File: config.mk
export PLATFORM = sky130hd
export DESIGN_NAME = mem_access_ctrl_flat
export DESIGN_NICKNAME = d
export VERILOG_FILES = /design/src/rtl/mem_access_ctrl_if.sv /design/src/rtl/mem_access_ctrl.sv /design/src/flat_wrapper.sv
export SDC_FILE = /design/constraint.sdc
export NUM_CORES = 1
export LEC_CHECK = 0
export CORE_ASPECT_RATIO = 0.75
export CORE_UTILIZATION = 41
export DETAILED_ROUTE_END_ITERATION = 12
export PLACE_DENSITY = 0.8
export SYNTH_ARGS = -nofsm -noshare
export SYNTH_HDL_FRONTEND = slang
export SYNTH_SLANG_ARGS = --single-unit
File: constraint.sdc
create_clock -name clk -period 2.8 [get_ports clk]
set_input_delay 0.56 -clock clk [delete_from_list [all_inputs] [get_ports clk]]
set_output_delay 0.56 -clock clk [all_outputs]
set_load 0.02 [all_outputs]
File: src/rtl/mem_access_ctrl_if.sv
// Bundle of signals between the MEM-stage pipeline, the data memory, and the
// MEM/WB register and hazard logic, as seen by the access controller.
interface mem_access_ctrl_if #(
  parameter int PC_BITS = 32
);
  logic               mem_read_m;
  logic               mem_write_m;
  logic [PC_BITS-1:0] alu_out_m;
  logic [PC_BITS-1:0] write_data_m;
  logic               dmem_req;
  logic               dmem_we;
  logic [PC_BITS-1:0] dmem_addr;
  logic [PC_BITS-1:0] dmem_wdata;
  logic               dmem_ack;
  logic [PC_BITS-1:0] dmem_rdata;
  logic [PC_BITS-1:0] read_data_m;
  logic               stall_mem;
  logic               bubble_wb;
  logic               timeout_err;

  modport slave (
    input  mem_read_m, mem_write_m, alu_out_m, write_data_m, dmem_ack, dmem_rdata,
    output dmem_req, dmem_we, dmem_addr, dmem_wdata, read_data_m, stall_mem,
           bubble_wb, timeout_err
  );

  modport master (
    output mem_read_m, mem_write_m, alu_out_m, write_data_m, dmem_ack, dmem_rdata,
    input  dmem_req, dmem_we, dmem_addr, dmem_wdata, read_data_m, stall_mem,
           bubble_wb, timeout_err
  );
endinterface

File: src/rtl/mem_access_ctrl.sv
// MEM-stage data-memory access sequencer: IDLE -> REQ -> DONE per access,
// stalling upstream and bubbling MEM/WB until the memory acks or times out.
module mem_access_ctrl #(
  parameter int PC_BITS = 32,
  parameter int TIMEOUT = 255,
  parameter int TO_BITS = 16
) (
  input  logic                clk,
  input  logic                rst,
  mem_access_ctrl_if.slave    bus
);

  typedef enum logic [1:0] {IDLE, REQ, DONE} state_e;

  localparam logic [TO_BITS-1:0] TO_LAST = TO_BITS'(TIMEOUT - 1);

  state_e               state_q, state_d;
  logic [TO_BITS-1:0]   cnt_q, cnt_d;
  logic                 req_q, req_d;
  logic                 we_q, we_d;
  logic                 terr_q, terr_d;
  logic [PC_BITS-1:0]   addr_q, addr_d;
  logic [PC_BITS-1:0]   wdata_q, wdata_d;
  logic [PC_BITS-1:0]   rdata_q, rdata_d;
  logic                 access;
  logic                 stall;

  assign access = bus.mem_read_m | bus.mem_write_m;

  always_comb begin
    state_d = state_q;
    cnt_d   = cnt_q;
    req_d   = req_q;
    we_d    = we_q;
    terr_d  = terr_q;
    addr_d  = addr_q;
    wdata_d = wdata_q;
    rdata_d = rdata_q;
    stall   = 1'b0;
    case (state_q)
      IDLE: begin
        if (access) begin
          stall   = 1'b1;
          state_d = REQ;
          req_d   = 1'b1;
          we_d    = bus.mem_write_m;
          addr_d  = bus.alu_out_m;
          wdata_d = bus.write_data_m;
          cnt_d   = '0;
        end
      end
      REQ: begin
        stall = 1'b1;
        if (bus.dmem_ack) begin
          req_d   = 1'b0;
          state_d = DONE;
          if (!we_q) rdata_d = bus.dmem_rdata;
        end else if (cnt_q == TO_LAST) begin
          // Abort: zero the load result so MEM/WB never sees stale data.
          req_d   = 1'b0;
          terr_d  = 1'b1;
          rdata_d = '0;
          state_d = DONE;
        end else begin
          cnt_d = cnt_q + 1'b1;
        end
      end
      DONE:    state_d = IDLE;
      default: state_d = IDLE;
    endcase
  end

  always_ff @(posedge clk) begin
    if (!rst) begin
      state_q <= IDLE;
      cnt_q   <= '0;
      req_q   <= 1'b0;
      we_q    <= 1'b0;
      terr_q  <= 1'b0;
      addr_q  <= '0;
      wdata_q <= '0;
      rdata_q <= '0;
    end else begin
      state_q <= state_d;
      cnt_q   <= cnt_d;
      req_q   <= req_d;
      we_q    <= we_d;
      terr_q  <= terr_d;
      addr_q  <= addr_d;
      wdata_q <= wdata_d;
      rdata_q <= rdata_d;
    end
  end

  // Hazard outputs are held low while reset is asserted.
  assign bus.stall_mem   = rst & stall;
  assign bus.bubble_wb   = rst & stall;
  assign bus.dmem_req    = req_q;
  assign bus.dmem_we     = we_q;
  assign bus.dmem_addr   = addr_q;
  assign bus.dmem_wdata  = wdata_q;
  assign bus.read_data_m = rdata_q;
  assign bus.timeout_err = terr_q;

endmodule

File: src/flat_wrapper.sv
// flat-port wrapper written by rule: the top's interface ports become plain ports
module mem_access_ctrl_flat 
#(
  parameter int PC_BITS = 32,
  parameter int TIMEOUT = 255,
  parameter int TO_BITS = 16
)
  (clk, rst, bus_mem_read_m, bus_mem_write_m, bus_alu_out_m, bus_write_data_m, bus_dmem_ack, bus_dmem_rdata, bus_dmem_req, bus_dmem_we, bus_dmem_addr, bus_dmem_wdata, bus_read_data_m, bus_stall_mem, bus_bubble_wb, bus_timeout_err);
  mem_access_ctrl_if #(.PC_BITS(PC_BITS)) bus_i ();
  input  logic clk;
  input  logic rst;
  input wire logic [$bits(bus_i.mem_read_m)-1:0] bus_mem_read_m;
  input wire logic [$bits(bus_i.mem_write_m)-1:0] bus_mem_write_m;
  input wire logic [$bits(bus_i.alu_out_m)-1:0] bus_alu_out_m;
  input wire logic [$bits(bus_i.write_data_m)-1:0] bus_write_data_m;
  input wire logic [$bits(bus_i.dmem_ack)-1:0] bus_dmem_ack;
  input wire logic [$bits(bus_i.dmem_rdata)-1:0] bus_dmem_rdata;
  output wire logic [$bits(bus_i.dmem_req)-1:0] bus_dmem_req;
  output wire logic [$bits(bus_i.dmem_we)-1:0] bus_dmem_we;
  output wire logic [$bits(bus_i.dmem_addr)-1:0] bus_dmem_addr;
  output wire logic [$bits(bus_i.dmem_wdata)-1:0] bus_dmem_wdata;
  output wire logic [$bits(bus_i.read_data_m)-1:0] bus_read_data_m;
  output wire logic [$bits(bus_i.stall_mem)-1:0] bus_stall_mem;
  output wire logic [$bits(bus_i.bubble_wb)-1:0] bus_bubble_wb;
  output wire logic [$bits(bus_i.timeout_err)-1:0] bus_timeout_err;
  assign bus_i.mem_read_m = bus_mem_read_m;
  assign bus_i.mem_write_m = bus_mem_write_m;
  assign bus_i.alu_out_m = bus_alu_out_m;
  assign bus_i.write_data_m = bus_write_data_m;
  assign bus_i.dmem_ack = bus_dmem_ack;
  assign bus_i.dmem_rdata = bus_dmem_rdata;
  assign bus_dmem_req = bus_i.dmem_req;
  assign bus_dmem_we = bus_i.dmem_we;
  assign bus_dmem_addr = bus_i.dmem_addr;
  assign bus_dmem_wdata = bus_i.dmem_wdata;
  assign bus_read_data_m = bus_i.read_data_m;
  assign bus_stall_mem = bus_i.stall_mem;
  assign bus_bubble_wb = bus_i.bubble_wb;
  assign bus_timeout_err = bus_i.timeout_err;
  mem_access_ctrl #(.PC_BITS(PC_BITS), .TIMEOUT(TIMEOUT), .TO_BITS(TO_BITS)) u_core (.clk(clk), .rst(rst), .bus(bus_i));
endmodule
Word level (Yosys, flattened, before mapping)
Cells that the tools add are included.

$add $sub $neg: 1. Eq/ne operators: 7. Muxes and demuxes: 17. Bitwise operators: 3. Reduce and logical (&&, ||, !) cells: 9.

Operators with widths (number): two-way mux 32 bit (3); two-way mux 16 bit (3); one-hot mux 16 bit (2 select lines) (1); adder 16 x 1 -> 16 bit (second input constant) (1); equality test 16 x 8 -> 1 bit (second input constant) (1); AND reduction 3 bit (3); two-way mux 2 bit (3); inequality test 2 bit (second input constant) (3); two-way mux 1 bit (4); one-hot mux 1 bit (2 select lines) (2); one-hot mux 2 bit (2 select lines) (1); AND reduction 2 bit (2); AND reduction 4 bit (1); nonzero test 2 bit (2); inequality test 3 x 2 -> 1 bit (second input constant) (1); equality test 2 x 1 -> 1 bit (second input constant) (1); zero test 2 bit (1); inequality test 2 x 1 -> 1 bit (second input constant) (1); AND 1 bit (1); inverter 1 bit (1); bitwise OR 1 bit (1).

Flip-flop bits (word level): 117. Bits of input ports: 101. Output and inout bits: 101. Logic and storage cells: 45.

Longest topological paths before layout
Depth in word-level cells: 4. Gate-level depth with buffers: 8. Depth with buffers taken out: 7.

Worst setup path before layout
OpenSTA, ideal clock, no wires.

Path type: input port to output port. Start point: input rst. End point: output bus_stall_mem. Data arrival time: 1903 ps. Data required time: 2240 ps. Path slack: 337 ps. Stages on the path: 5. Path buffers: 3. Cell sequence: clkbuf_1 -> inv_1 -> clkbuf_1 -> nor3_1 -> buf_4.

Longest elaborated chain between the ends: 1.

Ends and longest elaborated chain: start: declaration (line flat_wrapper.sv:11) `input logic rst;`; AND 1 bit; end: declaration (line flat_wrapper.sv:23) `output wire logic [$bits(bus_i.stall_mem)-1:0] bus_stall_mem;`.

No other way between the ends.

Worst setup path in the final report
Start point: input rst. End point: output bus_stall_mem.

Longest elaborated chain between the ends: 1.

Ends and longest elaborated chain: AND 1 bit (line mem_access_ctrl.sv:96) `assign bus.stall_mem = rst & stall;`.

No other way between the ends.

==> run metrics <==
Core Rows=32; initial antenna violation count=0; port bufs=201; CTS tree=done; share of cells above drive strength 1=6.97%; synthesized cell area=roughly 4400 sq um; PwrDens=688 nW/um^2; Nets=822; CTS Root Cell=clkbuf_16; total CTS buffers=17; number of H-tree levels=4; most frequent cells after synthesis=nand2_1, dfxtp_1, a21oi_1, nor2_1, a22oi_1; Cells after Synth=between 500 and 600; Synth Area per Inst=8.25 sq um; Die W=121 microns; gr ovfl total=0; core area=10300 sq um; Resize count post-CTS=0; Worst Clk Skew=12.3 ps; Reg2Reg Setup Slack=about 290 ps; final setup vio count=0; Crit Path Category=input port to output pin; Hold Vio Cnt, Final=0; hold path depth=2; CP Capture Type=output pin; static leakage=0.00261 uW; Initial Utilization=42.2%; Synth Register Bits=117; First DRT Iteration DRCs=286; Clock transition at path regs=50 ps; fmax=just under 400 MHz; Antenna Nets Post-Route=0; count leader, synth=nand2_1; vias per std cell=5.21; HP Class=flip-flop to flip-flop; hold endpoint=u_core.bus.dmem_wdata[7]$_SDFFE_PN0P_; TNS Setup=0 ps; CTS sink count=between 100 and 150; die height=~91 microns; Worst slew margin=23.4%; Yosys top cell by area=dfxtp_1; post-CTS setup buffer count=0; Worst-Skew Late Latency=410 ps; worst slew pin tran=1150 ps; status=finished, final reports clean; Worst VDD drop=0.000412 V; RSZ-0062 raised after global routing=no; register area share after synthesis=53.7%; global-route usage over all layers=24.7%; Layout area overhead=62.9%; fill cell count=791; Main synth FF type=dfxtp_1; Worst EP arrival=about 2000 ps; WL/cell=15.4 microns; GPL Wtd Cong=0.838; Yosys top cell area share=53.7%; Final Cycle Share=approximately nine tenths; RR Startpoint=u_core.cnt_q[0]$_SDFFE_PN0P_; Netlist cell types=40; Post-Syn Nets=roughly 630; CP Launch Type=input port; min Tclk post-route=2570 ps; # diodes=0; Longest Clk Path Bufs=2; Die ar.=11100 sq um; DR vias=4518; Top Ports=202; reg2reg path depth=7; Pre-antenna DRT Iters=4; worst reg2reg endpoint=u_core.cnt_q[10]$_SDFFE_PN0P_; Required @ worst endpoint=2240 ps; asr flop ratio synth=0%; max-slew violation count=0; maxcap violations=0; final wirelength=~13000 microns; CP max FO=2; # DRC=0; Synth area leaders=dfxtp_1, nand2_1, a21oi_1; largest net degree at the start of global routing=113; HP Start=u_core.bus.dmem_wdata[7]$_SDFFE_PN0P_; final hold slack=453 ps; hold buffer count at cts=0; DP HPWL=approximately 8900 microns; vias in the first global route=~4500; EDFF count, synth=0; first-pass GRT wire length=21500 microns; YS warnings=0
critical path, cell delays in order:
cell             delay, ps
clkdlybuf4s50_1        510
clkinv_2                70
nor3_1                 220
clkdlybuf4s50_1        660
stage by stage:
step | area, sq um | total power (uW) | instances | util (%) | setup slack (ps)
6_report | 7110 | 4890 | 868 | 68.8 | 226
3_3_place_gp | 6480 | 2640 | 836 | 62.8 | 257
2_1_floorplan | 4360 | 2230 | 529 | - | 337
5_1_grt | 7110 | 5080 | 868 | 68.8 | 150
4_1_cts | 7110 | 4920 | 868 | 68.8 | 227
3_5_place_dp | 6480 | 2660 | 836 | 62.8 | 229
where the power goes:
part / internal [uW] / switching, uW / total (uW)
logic: 391 / 415 / 805
clock network: 1510 / 752 / 2260
registers: 1770 / 55.9 / 1820
layout make-up:
| type | count | area, sq um | share of cell area (%) |
|---|---|---|---|
| clock inverters | 12 | 179 | 2.52 |
| inverters | 3 | 12.5 | 0.176 |
| flip-flops and latches | 117 | 2340 | 32.9 |
| multi-input cells | 369 | 1850 | 26.0 |
| clock buffers | 20 | 447 | 6.28 |
| repair buffers | 211 | 2110 | 29.7 |
| well taps | 136 | 170 | 2.39 |
sequential cells by signal, summed over array words and instances (netlist names):
register / cells
u_core.bus.dmem_addr: 32
u_core.bus.dmem_req: 1
u_core.bus.dmem_wdata: 32
u_core.state_q: 2
u_core.bus.timeout_err: 1
u_core.bus.dmem_we: 1
u_core.cnt_q: 16
u_core.bus.read_data_m: 32
placed cells by master, fill, tap and decap left out, types with 2 or more instances in the layout:
master | netlist | layout
inv_1 | 3 | 2
xor2_1 | 2 | 2
clkinvlp_4 | 0 | 6
or3_1 | 5 | 5
clkinv_2 | 0 | 2
clkbuf_16 | 0 | 17
o31ai_1 | 2 | 2
nand4b_1 | 2 | 2
nor4_1 | 3 | 3
nand3b_1 | 2 | 2
o21ai_0 | 5 | 5
bufinv_16 | 0 | 4
a31oi_1 | 6 | 5
nor3_1 | 7 | 6
buf_4 | 2 | 8
nand3_1 | 13 | 13
clkdlybuf4s50_1 | 0 | 201
buf_12 | 0 | 2
a21oi_1 | 75 | 75
ha_1 | 2 | 2
or4_1 | 2 | 2
clkbuf_1 | 32 | 2
nand2_1 | 137 | 137
nor2_1 | 50 | 50
a22oi_1 | 33 | 33
dfxtp_1 | 117 | 117
nand4_1 | 7 | 7
metal layers:
metal  routed length, microns  global-route usage [%]
met5                        0                       0
met4                      209                    9.36
met3                     1150                    9.99
met2                     6650                    41.6
met1                     5360                    27.9
cells by family after synthesis:
kind of cell / Yosys count / synth area share, %
adders and majority gates: 2 / 0.573
and+or+nand+nor: 234 / 22.7
xor gates and xnor gates: 2 / 0.401
buffers and inverters: 43 / 4.53
AOI/OAI and AO/OA: 131 / 18.1
DFF: 117 / 53.7
worst max path at each step:
stage | cells past startpoint | to | from
final | 4 | bus_stall_mem | rst
after global routing | 4 | bus_stall_mem | rst
after CTS | 4 | bus_stall_mem | rst
after detailed placement | 4 | bus_stall_mem | rst
after global placement | 4 | bus_bubble_wb | rst
after floorplan | 5 | bus_stall_mem | rst
Power figures use the tool's default switching activity.
